`src/rtl/output_arbiter_if.sv`:
```
// Output-port arbiter bus definitions.
// output_arbiter_pkg holds the port identifier type shared by the arbiter
// and its requesters; output_arbiter_if bundles the request/grant signals.
//
// Handshake: grant_o[i] is a read strobe. Buffer i presents a flit by holding
// request_i[i] (with out_port_i[i] and last_i[i] describing its head flit).
// The flit moves in every cycle where request_i[i] and grant_o[i] are both 1
// at the rising edge of clk. A grant is only ever given while
// downstream_on_i=1, so the downstream buffer never sees a flit without space.

package output_arbiter_pkg;

  // Router port identifiers; the arbiter compares out_port_i against MY_PORT.
  typedef enum logic [2:0] {
    DLA0 = 3'd0,
    DLA1 = 3'd1,
    DLA2 = 3'd2,
    CPU0 = 3'd3,
    MEM0 = 3'd4
  } port_t;

endpackage : output_arbiter_pkg

interface output_arbiter_if
  import output_arbiter_pkg::*;
#(
  parameter int NUM_REQ = 5
);

  localparam int IDX_W = (NUM_REQ > 1) ? $clog2(NUM_REQ) : 1;

  // Requester side
  logic [NUM_REQ-1:0] request_i;
  port_t              out_port_i [NUM_REQ];
  logic [NUM_REQ-1:0] last_i;
  logic               downstream_on_i;

  // Arbiter side
  logic [NUM_REQ-1:0] grant_o;
  logic [IDX_W-1:0]   grant_idx_o;
  logic               busy_o;
  logic               timeout_o;
  logic               dbg_state_o;   // raw FSM state: 0 = IDLE, 1 = LOCKED

  // Requesters / surrounding router logic
  modport master (
    output request_i,
    output out_port_i,
    output last_i,
    output downstream_on_i,
    input  grant_o,
    input  grant_idx_o,
    input  busy_o,
    input  timeout_o,
    input  dbg_state_o
  );

  // The arbiter itself
  modport slave (
    input  request_i,
    input  out_port_i,
    input  last_i,
    input  downstream_on_i,
    output grant_o,
    output grant_idx_o,
    output busy_o,
    output timeout_o,
    output dbg_state_o
  );

endinterface : output_arbiter_if

```
`src/rtl/output_arbiter.sv`:
```
// Wormhole output-port arbiter.
// Picks one of NUM_REQ input buffers heading for MY_PORT with a round-robin
// search, then locks the port to that owner until its TAIL flit is granted.
// Single-flit packets (HEADTAIL) are granted from IDLE without locking.
// Optional build macro ARB_WATCHDOG_EN adds a stall watchdog that raises the
// sticky timeout_o after WD_LIMIT consecutive grantless LOCKED cycles; without
// it timeout_o is tied to 0 and no counter exists.

module output_arbiter
  import output_arbiter_pkg::*;
#(
  parameter int    NUM_REQ  = 5,
  parameter port_t MY_PORT  = DLA0,
  parameter int    WD_LIMIT = 16
) (
  input  logic                clk,
  input  logic                rst,   // synchronous, active-low
  output_arbiter_if.slave     bus
);

  localparam int IDX_W = (NUM_REQ > 1) ? $clog2(NUM_REQ) : 1;

  typedef enum logic {
    ST_IDLE   = 1'b0,
    ST_LOCKED = 1'b1
  } state_t;

  state_t             state_q, state_d;
  logic [IDX_W-1:0]   owner_q, owner_d;
  logic [IDX_W-1:0]   ptr_q,   ptr_d;

  logic [NUM_REQ-1:0] eligible;
  logic               any_eligible;
  logic [IDX_W-1:0]   rr_winner;
  logic               owner_req;
  logic               owner_last;
  logic [NUM_REQ-1:0] grant;
  logic               grant_fire;

  // First set bit of elig searching ptr+1, ptr+2, ... wrapping at NUM_REQ.
  // Returns 0 when nothing is set; callers qualify with |elig.
  function automatic logic [IDX_W-1:0] rr_pick(
    input logic [NUM_REQ-1:0] elig,
    input logic [IDX_W-1:0]   ptr
  );
    logic [IDX_W-1:0] pick;
    logic             found;
    int               cand;
    pick  = '0;
    found = 1'b0;
    for (int off = 1; off <= NUM_REQ; off++) begin
      cand = (int'(ptr) + off) % NUM_REQ;
      if (!found && elig[IDX_W'(cand)]) begin
        found = 1'b1;
        pick  = IDX_W'(cand);
      end
    end
    return pick;
  endfunction

  // Eligibility: requesting and headed for this output port.
  always_comb begin
    eligible = '0;
    for (int i = 0; i < NUM_REQ; i++) begin
      eligible[i] = bus.request_i[i] && (bus.out_port_i[i] == MY_PORT);
    end
  end

  assign any_eligible = |eligible;
  assign rr_winner    = rr_pick(eligible, ptr_q);
  assign owner_req    = bus.request_i[owner_q];
  assign owner_last   = bus.last_i[owner_q];

  // State register: FSM state, packet owner and round-robin pointer.
  always_ff @(posedge clk) begin
    if (!rst) begin
      state_q <= ST_IDLE;
      owner_q <= '0;
      ptr_q   <= IDX_W'(NUM_REQ - 1);
    end else begin
      state_q <= state_d;
      owner_q <= owner_d;
      ptr_q   <= ptr_d;
    end
  end

  // Next-state logic. Nothing moves while the downstream buffer is full,
  // and a LOCKED owner with an empty buffer simply waits.
  always_comb begin
    state_d = state_q;
    owner_d = owner_q;
    ptr_d   = ptr_q;
    unique case (state_q)
      ST_IDLE: begin
        if (any_eligible && bus.downstream_on_i) begin
          // owner also tracks single-flit winners so grant_idx_o shows them.
          owner_d = rr_winner;
          if (bus.last_i[rr_winner]) begin
            ptr_d = rr_winner;
          end else begin
            state_d = ST_LOCKED;
          end
        end
      end
      ST_LOCKED: begin
        if (owner_req && bus.downstream_on_i && owner_last) begin
          state_d = ST_IDLE;
          ptr_d   = owner_q;
        end
      end
      default: begin
        state_d = ST_IDLE;
      end
    endcase
  end

  // Output decode: combinational grant, held at zero while reset is asserted.
  always_comb begin
    grant = '0;
    if (rst && bus.downstream_on_i) begin
      unique case (state_q)
        ST_IDLE: begin
          if (any_eligible) begin
            grant[rr_winner] = 1'b1;
          end
        end
        ST_LOCKED: begin
          if (owner_req) begin
            grant[owner_q] = 1'b1;
          end
        end
        default: begin
          grant = '0;
        end
      endcase
    end
  end

  assign grant_fire      = |grant;
  assign bus.grant_o     = grant;
  assign bus.grant_idx_o = owner_q;
  assign bus.busy_o      = (state_q == ST_LOCKED);
  assign bus.dbg_state_o = state_q;

`ifdef ARB_WATCHDOG_EN
  localparam int WD_W = $clog2(WD_LIMIT + 1);

  logic [WD_W-1:0] wd_cnt_q, wd_cnt_d;
  logic            timeout_q, timeout_d;

  // Watchdog next-state: count grantless LOCKED cycles, saturate, latch flag.
  always_comb begin
    wd_cnt_d  = wd_cnt_q;
    timeout_d = timeout_q;
    if ((state_q != ST_LOCKED) || grant_fire) begin
      wd_cnt_d = '0;
    end else if (wd_cnt_q != WD_W'(WD_LIMIT)) begin
      wd_cnt_d = wd_cnt_q + 1'b1;
    end
    if (wd_cnt_d == WD_W'(WD_LIMIT)) begin
      timeout_d = 1'b1;
    end
  end

  // Watchdog registers; the timeout flag only clears on reset.
  always_ff @(posedge clk) begin
    if (!rst) begin
      wd_cnt_q  <= '0;
      timeout_q <= 1'b0;
    end else begin
      wd_cnt_q  <= wd_cnt_d;
      timeout_q <= timeout_d;
    end
  end

  assign bus.timeout_o = timeout_q;
`else
  logic unused_wd;
  assign unused_wd     = grant_fire & (WD_LIMIT > 0);
  assign bus.timeout_o = 1'b0;
`endif

endmodule : output_arbiter

```
`src/flat_wrapper.sv`:
```
// flat-port wrapper written by rule: the top's interface ports become plain ports
module output_arbiter_flat import output_arbiter_pkg::*;
#(
  parameter int    NUM_REQ  = 5,
  parameter port_t MY_PORT  = DLA0,
  parameter int    WD_LIMIT = 16
)
  (clk, rst, bus_request_i, bus_out_port_i, bus_last_i, bus_downstream_on_i, bus_grant_o, bus_grant_idx_o, bus_busy_o, bus_timeout_o, bus_dbg_state_o);
  output_arbiter_if #(.NUM_REQ(NUM_REQ)) bus_i ();
  input  logic clk;
  input  logic rst;
  input wire logic [$bits(bus_i.request_i)-1:0] bus_request_i;
  input wire logic [$bits(bus_i.out_port_i)-1:0] bus_out_port_i;
  input wire logic [$bits(bus_i.last_i)-1:0] bus_last_i;
  input wire logic [$bits(bus_i.downstream_on_i)-1:0] bus_downstream_on_i;
  output wire logic [$bits(bus_i.grant_o)-1:0] bus_grant_o;
  output wire logic [$bits(bus_i.grant_idx_o)-1:0] bus_grant_idx_o;
  output wire logic [$bits(bus_i.busy_o)-1:0] bus_busy_o;
  output wire logic [$bits(bus_i.timeout_o)-1:0] bus_timeout_o;
  output wire logic [$bits(bus_i.dbg_state_o)-1:0] bus_dbg_state_o;
  assign bus_i.request_i = bus_request_i;
  assign bus_i.out_port_i = {>>{bus_out_port_i}};
  assign bus_i.last_i = bus_last_i;
  assign bus_i.downstream_on_i = bus_downstream_on_i;
  assign bus_grant_o = bus_i.grant_o;
  assign bus_grant_idx_o = bus_i.grant_idx_o;
  assign bus_busy_o = bus_i.busy_o;
  assign bus_timeout_o = bus_i.timeout_o;
  assign bus_dbg_state_o = bus_i.dbg_state_o;
  output_arbiter #(.NUM_REQ(NUM_REQ), .MY_PORT(MY_PORT), .WD_LIMIT(WD_LIMIT)) u_core (.clk(clk), .rst(rst), .bus(bus_i));
endmodule
```
`config.mk`:
```
export PLATFORM = sky130hd
export DESIGN_NAME = output_arbiter_flat
export DESIGN_NICKNAME = d
export VERILOG_FILES = /design/src/rtl/output_arbiter_if.sv /design/src/rtl/output_arbiter.sv /design/src/flat_wrapper.sv
export SDC_FILE = /design/constraint.sdc
export NUM_CORES = 1
export LEC_CHECK = 0
export CORE_MARGIN = 5
export CORE_UTILIZATION = 50
export DETAILED_ROUTE_END_ITERATION = 16
export HOLD_SLACK_MARGIN = 0.02
export PLACE_DENSITY = 0.81
export SYNTH_ARGS = -nofsm -noshare
export SYNTH_HDL_FRONTEND = slang
export SYNTH_SLANG_ARGS = --single-unit
```
`constraint.sdc`:
```
create_clock -name clk -period 16.21 [get_ports clk]
set_clock_uncertainty 0.1 [all_clocks]
set_input_delay 4.0525 -clock clk [delete_from_list [all_inputs] [get_ports clk]]
set_output_delay 4.0525 -clock clk [all_outputs]
set_load 0.02 [all_outputs]
```
; Word-level counts from Yosys, hierarchy flattened
; Index checks and enable logic that the tools add are counted.
[totals]
elab_cells = 99
memories = 0
out_inout_bits = 11
reg_bits = 7
in_bits = 28
latchBits = 0
ram_bits = 0
rom_bits = 0
[classes]
reduce_logical = 27
mul = 0
n_eq_ne = 3
muxes = 46
magnitude_cmp = 9
n_bitwise = 1
n_addsub = 5
n_shift = 0
n_div = 5
[op_table]
columns = op, n
row1 = "32-bit by 4-bit remainder unit with 32-bit output, second input constant", 5
row2 = "3-bit by 5-bit less-than comparator with 1-bit output, second input constant", 5
row3 = 1-bit binary-select mux with 3-bit select, 8
row4 = 3-bit 2-to-1 mux, 8
row5 = 1-bit 2-to-1 mux, 22
row6 = 1-bit logical AND, 15
row7 = 3-bit zero test, 5
row8 = 5-bit 2-to-1 mux, 3
row9 = 5-bit one-hot mux with 2 select lines, 1
row10 = "3-bit by 2-bit adder with 4-bit output, second input constant", 2
row11 = "3-bit by 3-bit adder with 4-bit output, second input constant", 2
row12 = "3-bit by 4-bit less-than comparator with 1-bit output, second input constant", 2
row13 = 1-bit demux with 3-bit select, 2
row14 = "3-bit by 1-bit >= comparator with 1-bit output, second input constant", 2
row15 = 3-bit one-hot mux with 2 select lines, 1
row16 = 5-bit OR reduction, 1
row17 = "3-bit by 1-bit adder with 4-bit output, second input constant", 1
row18 = 1-bit zero test, 4
row19 = "2-bit by 1-bit != test with 1-bit output, second input constant", 2
row20 = 3-bit AND reduction, 1
row21 = "2-bit != test, second input constant", 1
row22 = 1-bit one-hot mux with 2 select lines, 1
row23 = 2-bit AND reduction, 1
row24 = 1-bit inverter, 1

; Depth between registers and ports, before layout
; Gate-level depths: netlist (run 1).
[depth]
ltp_word = 25
depth_mapped = 22
mapped_depth_nobuf = 19

; Worst setup path before layout (run 1)
; OpenSTA, ideal clock, no wires.
[synth_path]
path_type = input -> output
start = input bus_out_port_i[7]
end = output bus_grant_o[3]
stages = 9
arrival_time_ns = 7.054
t_required_ns = 12.057
setup_slack_ns = 5.003
n_path_buf = 0
path_cell_list = nor4b_1 nand2_1 a21o_1 a311o_1 a21o_1 o311a_1 a221o_1 o31ai_1 nor2b_1
[synth_between]
elab_chain_len = 25
word_cells_on_any_way = 43
classes_between = order compare: 2 / mux: 29 / reduce/logical: 12
[synth_rtl]
columns = item, line
row1 = from (decl), flat_wrapper.sv:13  ; input wire logic [$bits(bus_i.out_port_i)-1:0] bus_out_port_i;
row2 = 3-bit zero test (*), output_arbiter.sv:65  ; eligible[i] = bus.request_i[i] && (bus.out_port_i[i] == MY_PORT);
row3 = 1-bit logical AND (*), output_arbiter.sv:65
row4 = 1-bit binary-select mux with 3-bit select, output_arbiter.sv:53  ; if (!found && elig[IDX_W'(cand)]) begin
row5 = 1-bit 2-to-1 mux (not written as such) (2 in series), output_arbiter.sv:53
row6 = 1-bit 2-to-1 mux, output_arbiter.sv:53
row7 = 1-bit zero test, output_arbiter.sv:53
row8 = 1-bit logical AND, output_arbiter.sv:53
row9 = 1-bit 2-to-1 mux, output_arbiter.sv:53
row10 = (+8 left out), --
row11 = 3-bit 2-to-1 mux, output_arbiter.sv:53
row12 = 3-bit by 4-bit less-than comparator with 1-bit output (not written as such) / 3-bit by 1-bit >= comparator with 1-bit output (equally long branches), output_arbiter.sv:124  ; grant[rr_winner] = 1'b1;
row13 = 1-bit logical AND (not written as such), output_arbiter.sv:124
row14 = 1-bit 2-to-1 mux (not written as such), output_arbiter.sv:124
row15 = 1-bit demux with 3-bit select, --
row16 = 5-bit 2-to-1 mux (*), output_arbiter.sv:123  ; if (any_eligible) begin
row17 = 5-bit one-hot mux with 2 select lines (*), output_arbiter.sv:121  ; unique case (state_q)
row18 = 5-bit 2-to-1 mux (*), output_arbiter.sv:120  ; if (rst && bus.downstream_on_i) begin
row19 = to (decl), flat_wrapper.sv:16  ; output wire logic [$bits(bus_i.grant_o)-1:0] bus_grant_o;
; Every way passes the cells marked *; elsewhere a longest branch is shown, timed or not. The select of a mux whose other input is x is not followed.

; Final worst setup path (run 1)
[layout_path]
start = input bus_request_i[3]
end = output bus_grant_o[3]
[layout_between]
elab_chain_len = 24
word_cells_on_any_way = 45
classes_between = order compare: 2 / mux: 32 / reduce/logical: 11
[layout_rtl]
columns = item, line
row1 = from (decl), flat_wrapper.sv:12  ; input wire logic [$bits(bus_i.request_i)-1:0] bus_request_i;
row2 = 1-bit logical AND, output_arbiter.sv:65
row3 = 1-bit binary-select mux with 3-bit select, output_arbiter.sv:53
row4 = 1-bit 2-to-1 mux (not written as such) (2 in series), output_arbiter.sv:53
row5 = 1-bit 2-to-1 mux, output_arbiter.sv:53
row6 = 1-bit zero test, output_arbiter.sv:53
row7 = 1-bit logical AND, output_arbiter.sv:53
row8 = 1-bit 2-to-1 mux, output_arbiter.sv:53
row9 = 1-bit zero test, output_arbiter.sv:53
row10 = (+7 left out), --
row11 = 3-bit 2-to-1 mux, output_arbiter.sv:53
row12 = 3-bit by 4-bit less-than comparator with 1-bit output (not written as such) / 3-bit by 1-bit >= comparator with 1-bit output (equally long branches), output_arbiter.sv:124
row13 = 1-bit logical AND (not written as such), output_arbiter.sv:124
row14 = 1-bit 2-to-1 mux (not written as such), output_arbiter.sv:124
row15 = 1-bit demux with 3-bit select, --
row16 = 5-bit 2-to-1 mux, output_arbiter.sv:123
row17 = 5-bit one-hot mux with 2 select lines (*), output_arbiter.sv:121
row18 = 5-bit 2-to-1 mux (*), output_arbiter.sv:120
; Marks and branches as above.

==> metrics.yaml, run 1 <==
status:
  outcome: "finished, final reports clean"
placed_design:
  gp_congestion: 0.915
  port_buffers: 37
  dp_hpwl_mm: 6.23
worst_setup_path:
  critPathSlowestCell: "clkdlybuf4s50_1"
  critPathRequiredTime_ns: 12.06
  path_class: "input port to output port"
  crit_path_start_kind: "input port"
  path_delay_family: "simple AND/OR/NAND/NOR gates"
  critPathBufInv: 3
  end_kind: "output port"
  crit_top_cell: "clkdlybuf4s50_1"
  max_stage_delay_ns: 0.62
  arrival_ns: 8.24
  crit_chain: "clkdlybuf4s50_1 > nor4b_1 > buf_4 > mux2_2 > o211a_1 > a211o_1 > o22a_1 > or4_4 > or2_1 > o21ai_1 > nand2_1 > o31ai_1 > nor2b_1 > clkdlybuf4s50_1"
  crit_fanout: 8
floorplan:
  fp.dieH_um: 84.1
  pin_count: 39
  initial_core_util: 0.505
  fp.coreArea_um2: 5440
  fp.dieArea_um2: 7080
  die_w_um: 84.1
  rows: 27
synthesis:
  synth-compound-area-share: 0.362
  synth_seq_area_share: 0.0510
  synthSimpleGateAreaFrac: 0.289
  synth.largest_area_cell: "ha_1"
  syn-instance-count: 390
  yosysTopAreaCellShare: 0.109
  synth_top_cells_by_count: "nand2_1, nor2_1, a21oi_1, ha_1"
  synth_cell_type_count: 74
  synth.area.mux_share: 0.0783
  ys.flop_type: "dfxtp_1"
  synthAdderAreaFrac: 0.109
  synth_edf_count: 0
  synth-xor-area-share: 0.0419
  ys_warn_count: 0
  synth_area_um2: 2750
  ys_top_cells_by_area: "ha_1, mux2i_1, nand2_1"
  syn_nets: 442
  syn_avg_cell_area_um2: 7.05
  synth_top_family_by_area: "compound AO/OA/AOI/OAI gates"
  synth.most_common_cell: "nand2_1"
  yosys_register_bits: 7
  synthArstFlopShare: 0
timing:
  grt_setup_unrepaired: "no"
  fmax_mhz: 80.7
  maxSlewHeadroom: 0.539
  slew_violations: 0
  finalSetupViolations: 0
  period_needed_ns: 12.39
  setup_tns_ns: 0
  final_hold_viol_count: 0
  tightest_slew_ns: 0.691
  min_period_over_period: 0.765
global_route:
  grt_pass1_vias: 2939
  grtUsageTotal: 0.218
  grt_max_degree: 43
  gr-total-overflow: 0
  antenna_found_initial: 0
  grt_pass1_wl_mm: 13.3
cells_and_area:
  regArea_um2: 140
  drive_above_1_share: 0.0723
  n_antenna_cell: 0
  multi_input_area_um2: 2430
  nets: 468
  syn_to_final_growth_pct: 16.8
  fill_cells: 508
routing:
  postRouteAntennaNets: 0
  wl_mm: 8.06
  first_iter_violations: 266
  drt-pass1-iter-count: 5
  wl_per_cell_um: 16.5
  drc: 0
  vias_per_cell: 6.42
  vias: 3127
clock_network:
  cts_resized: 0
  htreeDepth: 1
  post_cts_buffers: 0
  clk_latency_ns: 0.24
  cts_root_buf: "clkbuf_8"
  cts_tree: "yes"
  cts.path.max_buffers: 2
  cts_made_buffers: 3
  clkSlewWorstSetupHoldPaths_ns: 0.04
  numClockSinks: 7
  cts_hold_buf: 0
worst_hold_path:
  hp-class: "register to register"
flow_run:
  maxCapViolCount: 0
-- stage by stage --
stage / hold slack (ns) / setup WS, ns / cell area (um2) / instances / util
6_report: 0.523 / 3.82 / 3210 / 487 / 0.590
5_1_grt: 0.537 / 3.61 / 3210 / 487 / 0.590
4_1_cts: 0.518 / 3.86 / 3210 / 487 / 0.590
3_5_place_dp: 0.499 / 3.87 / 3160 / 483 / 0.582
3_3_place_gp: 0.497 / 4.10 / 3160 / 483 / 0.582
2_1_floorplan: 0.551 / 5.00 / 2750 / 390 / -
-- layout make-up --
| cell class | instances | share of cell area |
|---|---|---|
| Clock buffer | 3 | 0.0129 |
| Clock inverter | 1 | 0.00156 |
| Inverter | 20 | 0.0242 |
| Multi-Input combinational cell | 340 | 0.758 |
| Sequential cell | 7 | 0.0437 |
| Tap cell | 72 | 0.0281 |
| Timing Repair Buffer | 44 | 0.132 |
-- tightest hold or removal path, cell delays in order (launching register included) --
cell     delay [ns]
dfxtp_1        0.38
a21oi_1        0.15
nor2_1         0.04
-- layer usage --
layer  wire, um  global-route usage  part of all wire
met5          0                   0                 0
met4        124              0.0746             0.015
met3        511              0.0137             0.063
met2       3970               0.378              0.49
met1       3450               0.286              0.43
-- state kept, by name, indices dropped and copies added (netlist names) --
signal and flops:
u_core.bus.busy_o 1, u_core.bus.grant_idx_o 3, u_core.ptr_q 3
-- kinds of logic (layout without fill, tap and decap cells) --
logic type	count (synthesis)	count (layout)
other	1	1
AO/OA/AOI/OAI	136	136
XOR/XNOR	11	11
multiplexers	21	21
AND/OR/NAND/NOR	147	147
adder cells (fa/ha/maj)	24	24
flip-flops	7	7
buffers and inverters	43	68
-- cell usage in the layout, fill, tap and decap left out, drive strengths merged, types with 5 or more instances in the layout --
cell / netlist / routed
nand2: 39 / 39
clkdlybuf4s50: 0 / 37
nor2: 26 / 26
a21oi: 26 / 26
ha: 24 / 24
inv: 19 / 19
mux2i: 17 / 17
o21ai: 17 / 17
a211oi: 14 / 14
nor3: 13 / 13
nand3: 12 / 12
o211ai: 10 / 10
xnor2: 8 / 8
nand2b: 8 / 8
a21o: 7 / 7
a211o: 7 / 7
and3: 7 / 7
nor2b: 7 / 7
buf: 6 / 7
dfxtp: 7 / 7
nor3b: 6 / 6
a31oi: 6 / 6
o211a: 5 / 5
o31ai: 5 / 5
o22ai: 5 / 5
a221oi: 5 / 5
nor4b: 5 / 5
nor4: 5 / 5
-- worst paths after layout --
check / from / endpoint / slack, ns / cells after the start
setup / recovery: bus_request_i[3] / bus_grant_o[3] / 3.82 / 14
hold / removal: u_core.bus.grant_idx_o[1]$_SDFFE_PN0P_ / u_core.bus.grant_idx_o[1]$_SDFFE_PN0P_ / 0.52 / 2
setup reg to reg: u_core.ptr_q[1]$_SDFFE_PN0P_ / u_core.ptr_q[2]$_SDFFE_PN1P_ / 9.82 / 19
hold reg to reg: u_core.bus.grant_idx_o[1]$_SDFFE_PN0P_ / u_core.bus.grant_idx_o[1]$_SDFFE_PN0P_ / 0.52 / 2
Power of run 1 is left out: the tool's default activity adds up to more than one toggle a clock period on the data nets, which glitch-free logic cannot reach.
==> run 2, diff against run 1 <==
- PLACE_DENSITY: 0.81 -> 0.84
- clock period: 16.21 -> 11.08 ns (I/O delays scaled with it)
==> metrics.yaml, run 2 (synthesized netlist as in run 1, its figures left out) <==
routing:
  first_iter_violations: 321  # +21%
  wl_per_cell_um: 17.2  # +3.8%
  vias: 3208  # +2.6%
  postRouteAntennaNets: 0  # unchanged
  drc: 0  # unchanged
  vias_per_cell: 6.57  # +2.4%
  drt-pass1-iter-count: 5  # unchanged
  wl_mm: 8.38  # +4.0%
placed_design:
  dp_hpwl_mm: 6.62  # +6.2%
  port_buffers: 37  # unchanged
  place_area_um2: 3170  # +0.24%
  gp_congestion: 0.904  # -1.2%
floorplan:
  die_w_um: 84.1  # unchanged
  initial_core_util: 0.505  # unchanged
  fp.dieH_um: 84.1  # unchanged
  rows: 27  # unchanged
  pin_count: 39  # unchanged
  fp.coreArea_um2: 5440  # unchanged
  fp.dieArea_um2: 7080  # unchanged
worst_setup_path:
  critPathLaunch: "bus_request_i[0]"
  timing.rr.start: "u_core.ptr_q[1]$_SDFFE_PN0P_"
  arrival_ns: 6.93  # -1.31 ns
  path_class: "input port to output port"
  critPathRequiredTime_ns: 8.21  # -3.85 ns
  crit_path_start_kind: "input port"
  crit_fanout: 7  # -1
  end_kind: "output port"
  crit_end: "bus_grant_o[3]"
  r2r_end: "u_core.ptr_q[2]$_SDFFE_PN1P_"
  r2r_slack_ns: 4.67  # -5.15 ns
  r2r_cells: 19  # unchanged
flow_run:
  maxCapViolCount: 0  # unchanged
timing:
  finalSetupViolations: 0  # unchanged
  min_period_over_period: 0.885
  fmax_mhz: 102
  grt_setup_unrepaired: "no"
  period_needed_ns: 9.80
  slew_violations: 0  # unchanged
  maxSlewHeadroom: 0.563  # +0.0243
  final_hold_viol_count: 0  # unchanged
  setup_tns_ns: 0  # unchanged
  tightest_slew_ns: 0.653  # -0.0377 ns
cells_and_area:
  final_cell_area_um2: 3220  # +0.19%
  final_cell_mix: "nand2_1, clkdlybuf4s50_1, nor2_1"
  n_antenna_cell: 0  # unchanged
  syn_to_final_growth_pct: 17.0
  final_common_cell: "nand2_1"
  nets: 469  # +0.21%
  drive_above_1_share: 0.0721  # -0.000174
global_route:
  grt_max_degree: 39  # -9.3%
  grt_pass1_wl_mm: 13.5  # +1.6%
  antenna_found_initial: 0  # unchanged
  grtUsageTotal: 0.222  # +0.00389
  gr-total-overflow: 0  # unchanged
  grt_pass1_vias: 2940  # +0.034%
clock_network:
  cts_resized: 0  # unchanged
  post_cts_buffers: 0  # unchanged
  numClockSinks: 7  # unchanged
  clkSlewWorstSetupHoldPaths_ns: 0.04  # about the same
  cts_tree: "yes"
  cts_root_buf: "clkbuf_8"
  cts.path.max_buffers: 2  # unchanged
  cts_made_buffers: 3  # unchanged
  cts_hold_buf: 0  # unchanged
  htreeDepth: 1  # unchanged
  clk_latency_ns: 0.23  # about the same
worst_hold_path:
  hp-class: "register to register"
status:
  outcome: "finished, final reports clean"
-- run 2: changes by cell type in the layout (fill, tap and decap cells not counted) --
cell / delta
buf_4: +1
clkbuf_1: +1
clkinv_2: -1
-- run 2: stage by stage --
stage | setup slack, ns | hold slack (ns) | util | instances
finish | 1.28 | 0.522 | 0.591 | 488
global route | 1.11 | 0.551 | 0.591 | 488
CTS | 1.37 | 0.512 | 0.591 | 488
detailed placement | 1.40 | 0.503 | 0.583 | 484
global placement | 1.51 | 0.501 | 0.583 | 484
floorplan | 2.44 | 0.551 | - | 390
-- run 2: final cells by class --
cell class	count	area [um2]
Fill cell	512	2220
Multi-Input combinational cell	340	2430
Inverter	20	77.6
Tap cell	72	90.1
Timing Repair Buffer	45	430
Sequential cell	7	140
Clock buffer	4	45.0
-- run 2: critical path: stages --
cell             delay, ns
clkdlybuf4s50_1       0.47
or4b_1                0.40
nor2_1                0.11
o22a_1                0.19
a221oi_1              0.39
nor2_1                0.20
or4_4                 0.55
or2_1                 0.29
o21ai_1               0.32
nand2_1               0.22
o31ai_1               0.25
nor2b_1               0.16
clkdlybuf4s50_1       0.61
-- run 2: layer usage --
layer | wire length (um) | GRT usage | vias to the layer above | part of all wire
li1 | - | - | 1539 | -
met1 | 3620 | 0.289 | 1491 | 0.43
met2 | 4040 | 0.382 | 154 | 0.48
met3 | 524 | 0.0226 | 24 | 0.063
met4 | 192 | 0.0731 | 0 | 0.023
met5 | 0 | 0 | - | 0
-- run 2: worst min-delay path by stage --
stage,startpoint,endpoint,slack (ns),depth (start not counted)
floorplan,u_core.bus.grant_idx_o[1]$_SDFFE_PN0P_,u_core.bus.grant_idx_o[1]$_SDFFE_PN0P_,0.55,2
global placement,u_core.bus.grant_idx_o[1]$_SDFFE_PN0P_,u_core.bus.grant_idx_o[1]$_SDFFE_PN0P_,0.50,2
detailed placement,u_core.bus.grant_idx_o[1]$_SDFFE_PN0P_,u_core.bus.grant_idx_o[1]$_SDFFE_PN0P_,0.50,2
CTS,u_core.bus.grant_idx_o[1]$_SDFFE_PN0P_,u_core.bus.grant_idx_o[1]$_SDFFE_PN0P_,0.51,2
global route,u_core.bus.grant_idx_o[1]$_SDFFE_PN0P_,u_core.bus.grant_idx_o[1]$_SDFFE_PN0P_,0.55,2
finish,u_core.bus.grant_idx_o[1]$_SDFFE_PN0P_,u_core.bus.grant_idx_o[1]$_SDFFE_PN0P_,0.52,2
Power of run 2 is left out for the same reason.
